$ cat config.mk
export PLATFORM = sky130hd
export DESIGN_NAME = main_fsm
export DESIGN_NICKNAME = d
export VERILOG_FILES = /design/src/rtl/main_fsm.sv
export SDC_FILE = /design/constraint.sdc
export NUM_CORES = 1
export LEC_CHECK = 0
export ABC_AREA = 1
export BUFFER_PORTS_ARGS = -buffer_cell sky130_fd_sc_hd__buf_2
export CORE_UTILIZATION = 45
export DETAILED_ROUTE_END_ITERATION = 10
export PLACE_DENSITY_LB_ADDON = 0.08
export SYNTH_ARGS = -nofsm -noshare
export SYNTH_HDL_FRONTEND = slang
export SYNTH_SLANG_ARGS = --single-unit
$ cat constraint.sdc
create_clock -name clk -period 1.6 [get_ports clk]
set_input_delay 0.32 -clock clk [delete_from_list [all_inputs] [get_ports clk]]
set_output_delay 0.32 -clock clk [all_outputs]
set_load 0.005 [all_outputs]
$ cat src/rtl/main_fsm.sv
// main_fsm: multicycle main control FSM for the RV32I core.
// Sequences fetch/decode/execute/memory/writeback over the shared datapath,
// producing mux selects, ALUop and all architectural write enables.
// Optional feature: define ILLEGAL_OP_TRAP_EN to trap unrecognised opcodes in
// TRAP (illegal=1, sticky until reset); otherwise they act as a 2-cycle NOP.
module main_fsm (
  input  logic       clk,
  input  logic       reset,
  input  logic [6:0] opcode,
  input  logic       mem_ready,
  output logic       PCUpdate,
  output logic       Branch,
  output logic       AdrSrc,
  output logic       MemWrite,
  output logic       IRWrite,
  output logic [1:0] ResultSrc,
  output logic [1:0] ALUSrcA,
  output logic [1:0] ALUSrcB,
  output logic [1:0] ALUop,
  output logic       RegWrite,
  output logic       illegal,
  output logic [3:0] state
);

  typedef enum logic [3:0] {
    S_FETCH    = 4'd0,
    S_DECODE   = 4'd1,
    S_MEMADR   = 4'd2,
    S_MEMREAD  = 4'd3,
    S_MEMWB    = 4'd4,
    S_MEMWRITE = 4'd5,
    S_EXECR    = 4'd6,
    S_EXECI    = 4'd7,
    S_ALUWB    = 4'd8,
    S_BRANCH   = 4'd9,
    S_JAL      = 4'd10,
    S_JALR     = 4'd11,
    S_LINK     = 4'd12,
    S_LUI      = 4'd13,
    S_AUIPC    = 4'd14,
    S_TRAP     = 4'd15
  } state_t;

  localparam logic [6:0] OP_LOAD  = 7'b0000011;
  localparam logic [6:0] OP_STORE = 7'b0100011;
  localparam logic [6:0] OP_R     = 7'b0110011;
  localparam logic [6:0] OP_I     = 7'b0010011;
  localparam logic [6:0] OP_BR    = 7'b1100011;
  localparam logic [6:0] OP_JAL   = 7'b1101111;
  localparam logic [6:0] OP_JALR  = 7'b1100111;
  localparam logic [6:0] OP_LUI   = 7'b0110111;
  localparam logic [6:0] OP_AUIPC = 7'b0010111;

  state_t cur;
  state_t dec;

  assign state = cur;

  // State register: reset wins over every transition, including mem_ready.
  always_ff @(posedge clk) begin
    if (reset) begin
      cur <= S_FETCH;
    end else begin
      case (cur)
        S_FETCH:    if (mem_ready) cur <= S_DECODE;
        S_DECODE: begin
          case (opcode)
            OP_LOAD, OP_STORE: cur <= S_MEMADR;
            OP_R:              cur <= S_EXECR;
            OP_I:              cur <= S_EXECI;
            OP_BR:             cur <= S_BRANCH;
            OP_JAL:            cur <= S_JAL;
            OP_JALR:           cur <= S_JALR;
            OP_LUI:            cur <= S_LUI;
            OP_AUIPC:          cur <= S_AUIPC;
`ifdef ILLEGAL_OP_TRAP_EN
            default:           cur <= S_TRAP;
`else
            default:           cur <= S_FETCH;
`endif
          endcase
        end
        S_MEMADR:   cur <= opcode[5] ? S_MEMWRITE : S_MEMREAD;
        S_MEMREAD:  if (mem_ready) cur <= S_MEMWB;
        S_MEMWB:    cur <= S_FETCH;
        S_MEMWRITE: if (mem_ready) cur <= S_FETCH;
        S_EXECR:    cur <= S_ALUWB;
        S_EXECI:    cur <= S_ALUWB;
        S_ALUWB:    cur <= S_FETCH;
        S_BRANCH:   cur <= S_FETCH;
        S_JAL:      cur <= S_ALUWB;
        S_JALR:     cur <= S_LINK;
        S_LINK:     cur <= S_ALUWB;
        S_LUI:      cur <= S_ALUWB;
        S_AUIPC:    cur <= S_ALUWB;
        S_TRAP:     cur <= S_TRAP;
        default:    cur <= S_FETCH;
      endcase
    end
  end

`ifdef ILLEGAL_OP_TRAP_EN
  assign illegal = (cur == S_TRAP);
`else
  assign illegal = 1'b0;
`endif

  // Output decode; reset substitutes FETCH and masks every write enable so a
  // mid-instruction reset never lets a write through in its own cycle.
  always_comb begin
    dec       = reset ? S_FETCH : cur;
    PCUpdate  = 1'b0;
    Branch    = 1'b0;
    AdrSrc    = 1'b0;
    MemWrite  = 1'b0;
    IRWrite   = 1'b0;
    RegWrite  = 1'b0;
    ResultSrc = '0;
    ALUSrcA   = '0;
    ALUSrcB   = '0;
    ALUop     = '0;
    case (dec)
      S_FETCH: begin
        ALUSrcB   = 2'b10;
        ResultSrc = 2'b10;
        IRWrite   = mem_ready;
        PCUpdate  = mem_ready;
      end
      S_DECODE:   begin ALUSrcA = 2'b01; ALUSrcB = 2'b01; end
      S_MEMADR:   begin ALUSrcA = 2'b10; ALUSrcB = 2'b01; end
      S_MEMREAD:  AdrSrc = 1'b1;
      S_MEMWB:    begin ResultSrc = 2'b01; RegWrite = 1'b1; end
      S_MEMWRITE: begin AdrSrc = 1'b1; MemWrite = 1'b1; end
      S_EXECR:    begin ALUSrcA = 2'b10; ALUop = 2'b10; end
      S_EXECI:    begin ALUSrcA = 2'b10; ALUSrcB = 2'b01; ALUop = 2'b10; end
      S_ALUWB:    RegWrite = 1'b1;
      S_BRANCH:   begin ALUSrcA = 2'b10; ALUop = 2'b01; Branch = 1'b1; end
      S_JAL:      begin ALUSrcA = 2'b01; ALUSrcB = 2'b10; PCUpdate = 1'b1; end
      S_JALR: begin
        ALUSrcA   = 2'b10;
        ALUSrcB   = 2'b01;
        ResultSrc = 2'b10;
        PCUpdate  = 1'b1;
      end
      S_LINK:     begin ALUSrcA = 2'b01; ALUSrcB = 2'b10; end
      S_LUI:      begin ALUSrcA = 2'b11; ALUSrcB = 2'b01; end
      S_AUIPC:    begin ALUSrcA = 2'b01; ALUSrcB = 2'b01; end
      default:    ;
    endcase
    if (reset) begin
      PCUpdate = 1'b0;
      IRWrite  = 1'b0;
      MemWrite = 1'b0;
      RegWrite = 1'b0;
      Branch   = 1'b0;
    end
  end

endmodule

==> flow_metrics.py, run 1 <==
metrics = {
    "run_status": {
        "status": "complete, but fails checks",
        "violations": "setup timing",
    },
    "yosys": {
        "ys_seq_elements": 4,
        "synth_cell_types": 24,
        "syn_inst": 123,
        "yosysWarnings": 0,
        "synthesis.nets": 133,
        "ys_seq_area_frac": 0.1306,
        "syn-cell-area_um2": 613.1,
        "syn_area_per_cell_um2": 4.984,
    },
    "layout": {
        "syn_to_final_growth_pct": 46.73,
        "largest_register_ffs": 4,
        "postLayoutCellArea_um2": 899.6,
        "final_util": 0.7584,
        "finalNetCount": 176,
        "fillers": 97,
        "antenna_cells": 0,
        "multiInputGateArea_um2": 449.2,
        "seq_area_um2": 92.59,
        "drive_above_1_share": 0.3902,
    },
    "floorplanning": {
        "die_y_um": 38.91,
        "start_util": 0.5169,
        "row_count": 12,
        "core_area_mm2": 0.001186,
        "dieWidth_um": 38.91,
        "dieArea_mm2": 0.001514,
        "ios": 29,
    },
    "global_routing": {
        "grt_pass1_wl_um": 2870,
        "grt_max_degree": 11,
        "grt.overflow.total": 0,
        "globalRouteTotalUtil": 0.2726,
        "grt_pass1_vias": 695,
        "antenna_found_initial": 0,
    },
    "placement": {
        "pre_cts_ws_ns": 0.1094,
        "io_buffers": 27,
        "placed_area_um2": 822.0,
        "gp_congestion": 0.9416,
        "dp_hpwl_um": 1456,
    },
    "setup_path": {
        "crit_fanout": 6,
        "cp-start-kind": "flop",
        "critPathKind": "reg -> out",
        "worstPathArrival_ns": 1.33,
        "worstPathRequired_ns": 1.28,
        "endpoint_kind": "primary output",
    },
    "power": {
        "ir_drop_mv": 0.3356,
        "netSwitchingFraction": 0.3247,
        "power_density_mw_per_mm2": 396.7,
        "internal-power_mw": 0.2410,
        "seqPwrFrac": 0.302,
        "p_sw_mw": 0.1159,
        "clkPwrFrac": 0.325,
        "p_leak_nw": 0.5107,
        "power_frac_comb": 0.373,
    },
    "clocking": {
        "clk_latency_ns": 0.22,
        "clockBufferDepth": 2,
        "clock-sinks": 4,
        "h-tree-depth": 1,
        "cts_root_buf": "clkbuf_4",
        "cts_buffers": 3,
        "cts_tree": "done",
        "cts_hold_buf": 0,
        "path_clk_slew_ns": 0.03,
    },
    "timing": {
        "setup_ws_ns": -0.04767,
        "report.final.slew_viol_count": 0,
        "finalHoldViolCount": 0,
        "period_share": 1.030,
        "setup_viol": 2,
        "skew_ns": 0.0009682,
        "rsz0062_at_grt": "yes",
        "fmax_ghz": 0.6069,
        "finalCriticalPeriod_ns": 1.648,
    },
    "flow_run": {
        "cap_violations": 0,
    },
    "min_path": {
        "hp-class": "in -> reg",
    },
    "drt": {
        "vias_per_cell": 5.157,
        "drt-wirelength-per-cell_um": 10.64,
        "wl_um": 1894,
        "ant_nets": 0,
        "num_vias": 918,
        "drc": 0,
        "first_pass_iters": 4,
        "first_iter_violations": 51,
    },
}
==> cell families after synthesis <==
| kind of cell | count (synthesis) | synth area share |
|---|---|---|
| other cells | 1 | 0.006117 |
| compound gates | 17 | 0.1673 |
| flops | 4 | 0.1306 |
| simple gates | 77 | 0.5306 |
| buf+inv | 24 | 0.1653 |
==> Yosys cell counts (all sizes together) <==
library cell | count | share of area
nand2 | 38 | 0.23
nor2 | 24 | 0.16
inv | 22 | 0.13
nand3 | 11 | 0.090
a21oi | 8 | 0.071
dfxtp | 4 | 0.13
o21ai | 4 | 0.039
buf | 2 | 0.031
nor3 | 2 | 0.024
o22ai | 2 | 0.020
a31oi | 1 | 0.010
conb | 1 | 0.0061
nand4 | 1 | 0.010
o2111ai | 1 | 0.014
o211ai | 1 | 0.012
or2 | 1 | 0.010
==> path summary, 6_finish.rpt <==
path	startpoint	endpoint	slack (ns)	depth (start not counted)
worst max register to register	state[0]	state[1]	0.40	9
worst min register to register	state[2]	state[2]	0.66	4
worst min-delay path	mem_ready	state[0]	0.39	3
worst max-delay path	state[3]	ResultSrc[1]	-0.05	5
==> through the flow <==
step / instances / hold WS (ns) / setup TNS [ns] / total power, mW
5_1_grt: 178 / 0.4286 / -0.4309 / 0.3809
2_1_floorplan: 123 / 0.5097 / 0 / 0.1770
6_report: 178 / 0.3914 / -0.05178 / 0.3569
4_1_cts: 176 / 0.3932 / -0.002461 / 0.3589
3_5_place_dp: 172 / 0.6292 / 0 / 0.2325
3_3_place_gp: 172 / 0.6271 / 0 / 0.2298
==> power groups by stage <==
stage	registers, mW	logic [mW]	clock network (mW)
after floorplan	0.109	0.0679	0
after global placement	0.110	0.120	0
after detailed placement	0.110	0.123	0
after CTS	0.110	0.127	0.122
after global routing	0.108	0.149	0.124
final	0.108	0.133	0.116
==> layer usage <==
layer | track usage | wire length, µm | part of all wire
met5 | 0 | 0 | 0
met3 | 0.03468 | 135 | 0.071
met4 | 0.07759 | 22 | 0.012
met2 | 0.4250 | 857 | 0.45
met1 | 0.3849 | 878 | 0.46
==> final cells by class <==
class	count	share of cell area
flip-flops and latches	4	0.1029
clock buffers	3	0.02503
inverters	22	0.09458
well taps	14	0.01947
multi-input cells	95	0.4993
repair buffers	40	0.2587
==> cell usage in the layout (no fill, tap or decap), drive strengths merged, types with 2 or more instances in the layout <==
cell type   n
nand3      11
buf        40
a21oi       8
clkbuf      3
o21ai       4
dfxtp       4
nand2      38
nor3        2
nor2       24
o22ai       2
inv        22
==> critical path, stage by stage, from the launching register on <==
cell,delay (ns)
dfxtp_4,0.38
nand2_1,0.07
nor2_2,0.11
inv_1,0.12
o21ai_0,0.26
buf_2,0.17
==> what timing repair did <==
action,in CTS,in global routing
buffers inserted,1,2
resized for setup,11,8
endpoints found under the setup margin,10,9
cloned,0,0
pin swaps,1,0
(Power assumes the default switching activity.)
==> run 2: changes to the inputs <==
Settings changed: CORE_MARGIN from default to 3.
==> run 2 against run 1 <==
Net effect: the flow still finishes with violations (setup timing); utilization increased by 4.4 points; clock power increased by 7%; worst hold slack improved by 0.036 ns; wire length increased by 17%; sequential share of layout area decreased by 0.31 points; critical path type unchanged; non-clock buffer count unchanged; clock-buffer cell count unchanged; clock skew increased by 0.0036 ns; total power increased by 5.2%; sequential power about the same; largest power group unchanged; register-to-register slack got worse by 0.05 ns.
==> flow_metrics.py, run 2 (synthesis results as in run 1) <==
metrics = {
    "run_status": {
        "status": "complete, but fails checks",
        "violations": "setup timing",
    },
    "timing": {
        "holdWs_ns": 0.4270,
        "setup_viol": 4,
        "finalCriticalPeriod_ns": 1.665,
        "finalHoldViolCount": 0,
        "fmax_ghz": 0.6007,
        "skew_ns": 0.004603,
        "period_share": 1.040,
        "setup_ws_ns": -0.06468,
        "rsz0062_at_grt": "yes",
        "report.final.slew_viol_count": 0,
    },
    "drt": {
        "first_iter_violations": 61,
        "drc": 0,
        "vias_per_cell": 5.433,
        "first_pass_iters": 4,
        "num_vias": 967,
        "drt-wirelength-per-cell_um": 12.41,
        "ant_nets": 0,
        "wl_um": 2209,
    },
    "global_routing": {
        "grt_util_met2": 0.3743,
        "grt_max_degree": 11,
        "global_route.usage.met1": 0.3225,
        "globalRouteMet3Util": 0.03390,
        "grt_pass1_wl_um": 3443,
        "grt.overflow.total": 0,
        "busiest_layer": "met2",
        "globalRouteTotalUtil": 0.2360,
        "grt_pass1_vias": 830,
        "antenna_found_initial": 0,
    },
    "clocking": {
        "path_clk_slew_ns": 0.04,
        "cts_buffers": 3,
        "cts_root_buf": "clkbuf_4",
        "h-tree-depth": 1,
        "clockBufferDepth": 2,
        "cts_tree": "done",
        "clk_latency_ns": 0.23,
        "clock-sinks": 4,
    },
    "layout": {
        "syn_to_final_growth_pct": 55.31,
        "antenna_cells": 0,
        "largest_register_ffs": 4,
        "final_util": 0.8027,
        "layout_commonest_cell": "nand2_1",
        "postLayoutCellArea_um2": 952.2,
        "layout_common_cells": "nand2_1, buf_2, nor2_1",
        "drive_above_1_share": 0.4329,
        "finalNetCount": 176,
    },
    "setup_path": {
        "worstPathRequired_ns": 1.28,
        "cp-start-kind": "flop",
        "endpoint_kind": "primary output",
        "worstPathArrival_ns": 1.34,
        "ff2ff_setup_slack_ns": 0.35,
        "crit_fanout": 5,
        "critPathKind": "reg -> out",
    },
    "power": {
        "ir_drop_mv": 0.5672,
        "p_sw_mw": 0.1315,
        "p_leak_nw": 0.5349,
        "power_frac_comb": 0.386,
        "total_power_mw": 0.3753,
        "power_density_mw_per_mm2": 394.2,
        "seqPwrFrac": 0.283,
        "clkPwrFrac": 0.331,
        "internal-power_mw": 0.2438,
        "netSwitchingFraction": 0.3504,
    },
    "placement": {
        "dp_hpwl_um": 1602,
        "placed_area_um2": 814.5,
        "gp_congestion": 0.9402,
        "io_buffers": 27,
    },
    "floorplanning": {
        "die_y_um": 42.91,
        "start_util": 0.5169,
        "dieArea_mm2": 0.001841,
        "core_area_mm2": 0.001186,
        "dieWidth_um": 42.91,
        "row_count": 12,
        "ios": 29,
    },
    "flow_run": {
        "cap_violations": 0,
    },
    "min_path": {
        "hp-class": "in -> reg",
    },
}
==> run 2: power by group through the flow <==
stage               registers (mW)  logic (mW)  clock network, mW
floorplan                    0.109      0.0679                  0
global placement             0.109       0.118                  0
detailed placement           0.110       0.120                  0
CTS                          0.108       0.128              0.128
global route                 0.107       0.162              0.131
finish                       0.106       0.145              0.124
==> run 2: worst paths after layout <==
path	from	endpoint	cells past startpoint
max	state[2]	PCUpdate	5
min	mem_ready	state[0]	3
max reg2reg	state[2]	state[2]	6
min reg2reg	state[2]	state[2]	4
==> run 2: per-stage QoR <==
step	setup TNS, ns	instances	setup WS (ns)
after floorplan	0	123	0.2619
after global placement	0	171	0.06942
after CTS	-0.03262	176	-0.01234
final	-0.1517	178	-0.06468
after detailed placement	0	171	0.05986
after global routing	-0.6144	178	-0.1202
==> run 2: routing by layer <==
layer	vias to the layer above	wire, µm
met5	-	0
met4	0	5
met3	2	243
met2	59	1098
met1	439	862
li1	467	-
==> run 2: final cells by class <==
class                           instances  area (µm²)
Fill cell                              93       234.0
Timing Repair Buffer                   40       232.7
Sequential cell                         4       95.09
Inverter                               22       87.58
Tap cell                               14       17.52
Clock buffer                            3       22.52
Multi-Input combinational cell         95       496.7
==> run 2: critical path: stages, from the launching register on <==
cell	delay, ns
dfxtp_4	0.36
nor2_4	0.16
a21oi_2	0.08
or2_1	0.25
o22ai_1	0.12
buf_2	0.14
==> run 2: repair_timing <==
item / CTS / global route
endpoints found under the hold margin: 0 / 0
hold buffers: 0 / 0
setup buffers: 2 / 2
gates resized for setup: 14 / 21
endpoints found under the setup margin: 11 / 13
pin swaps: 3 / 4
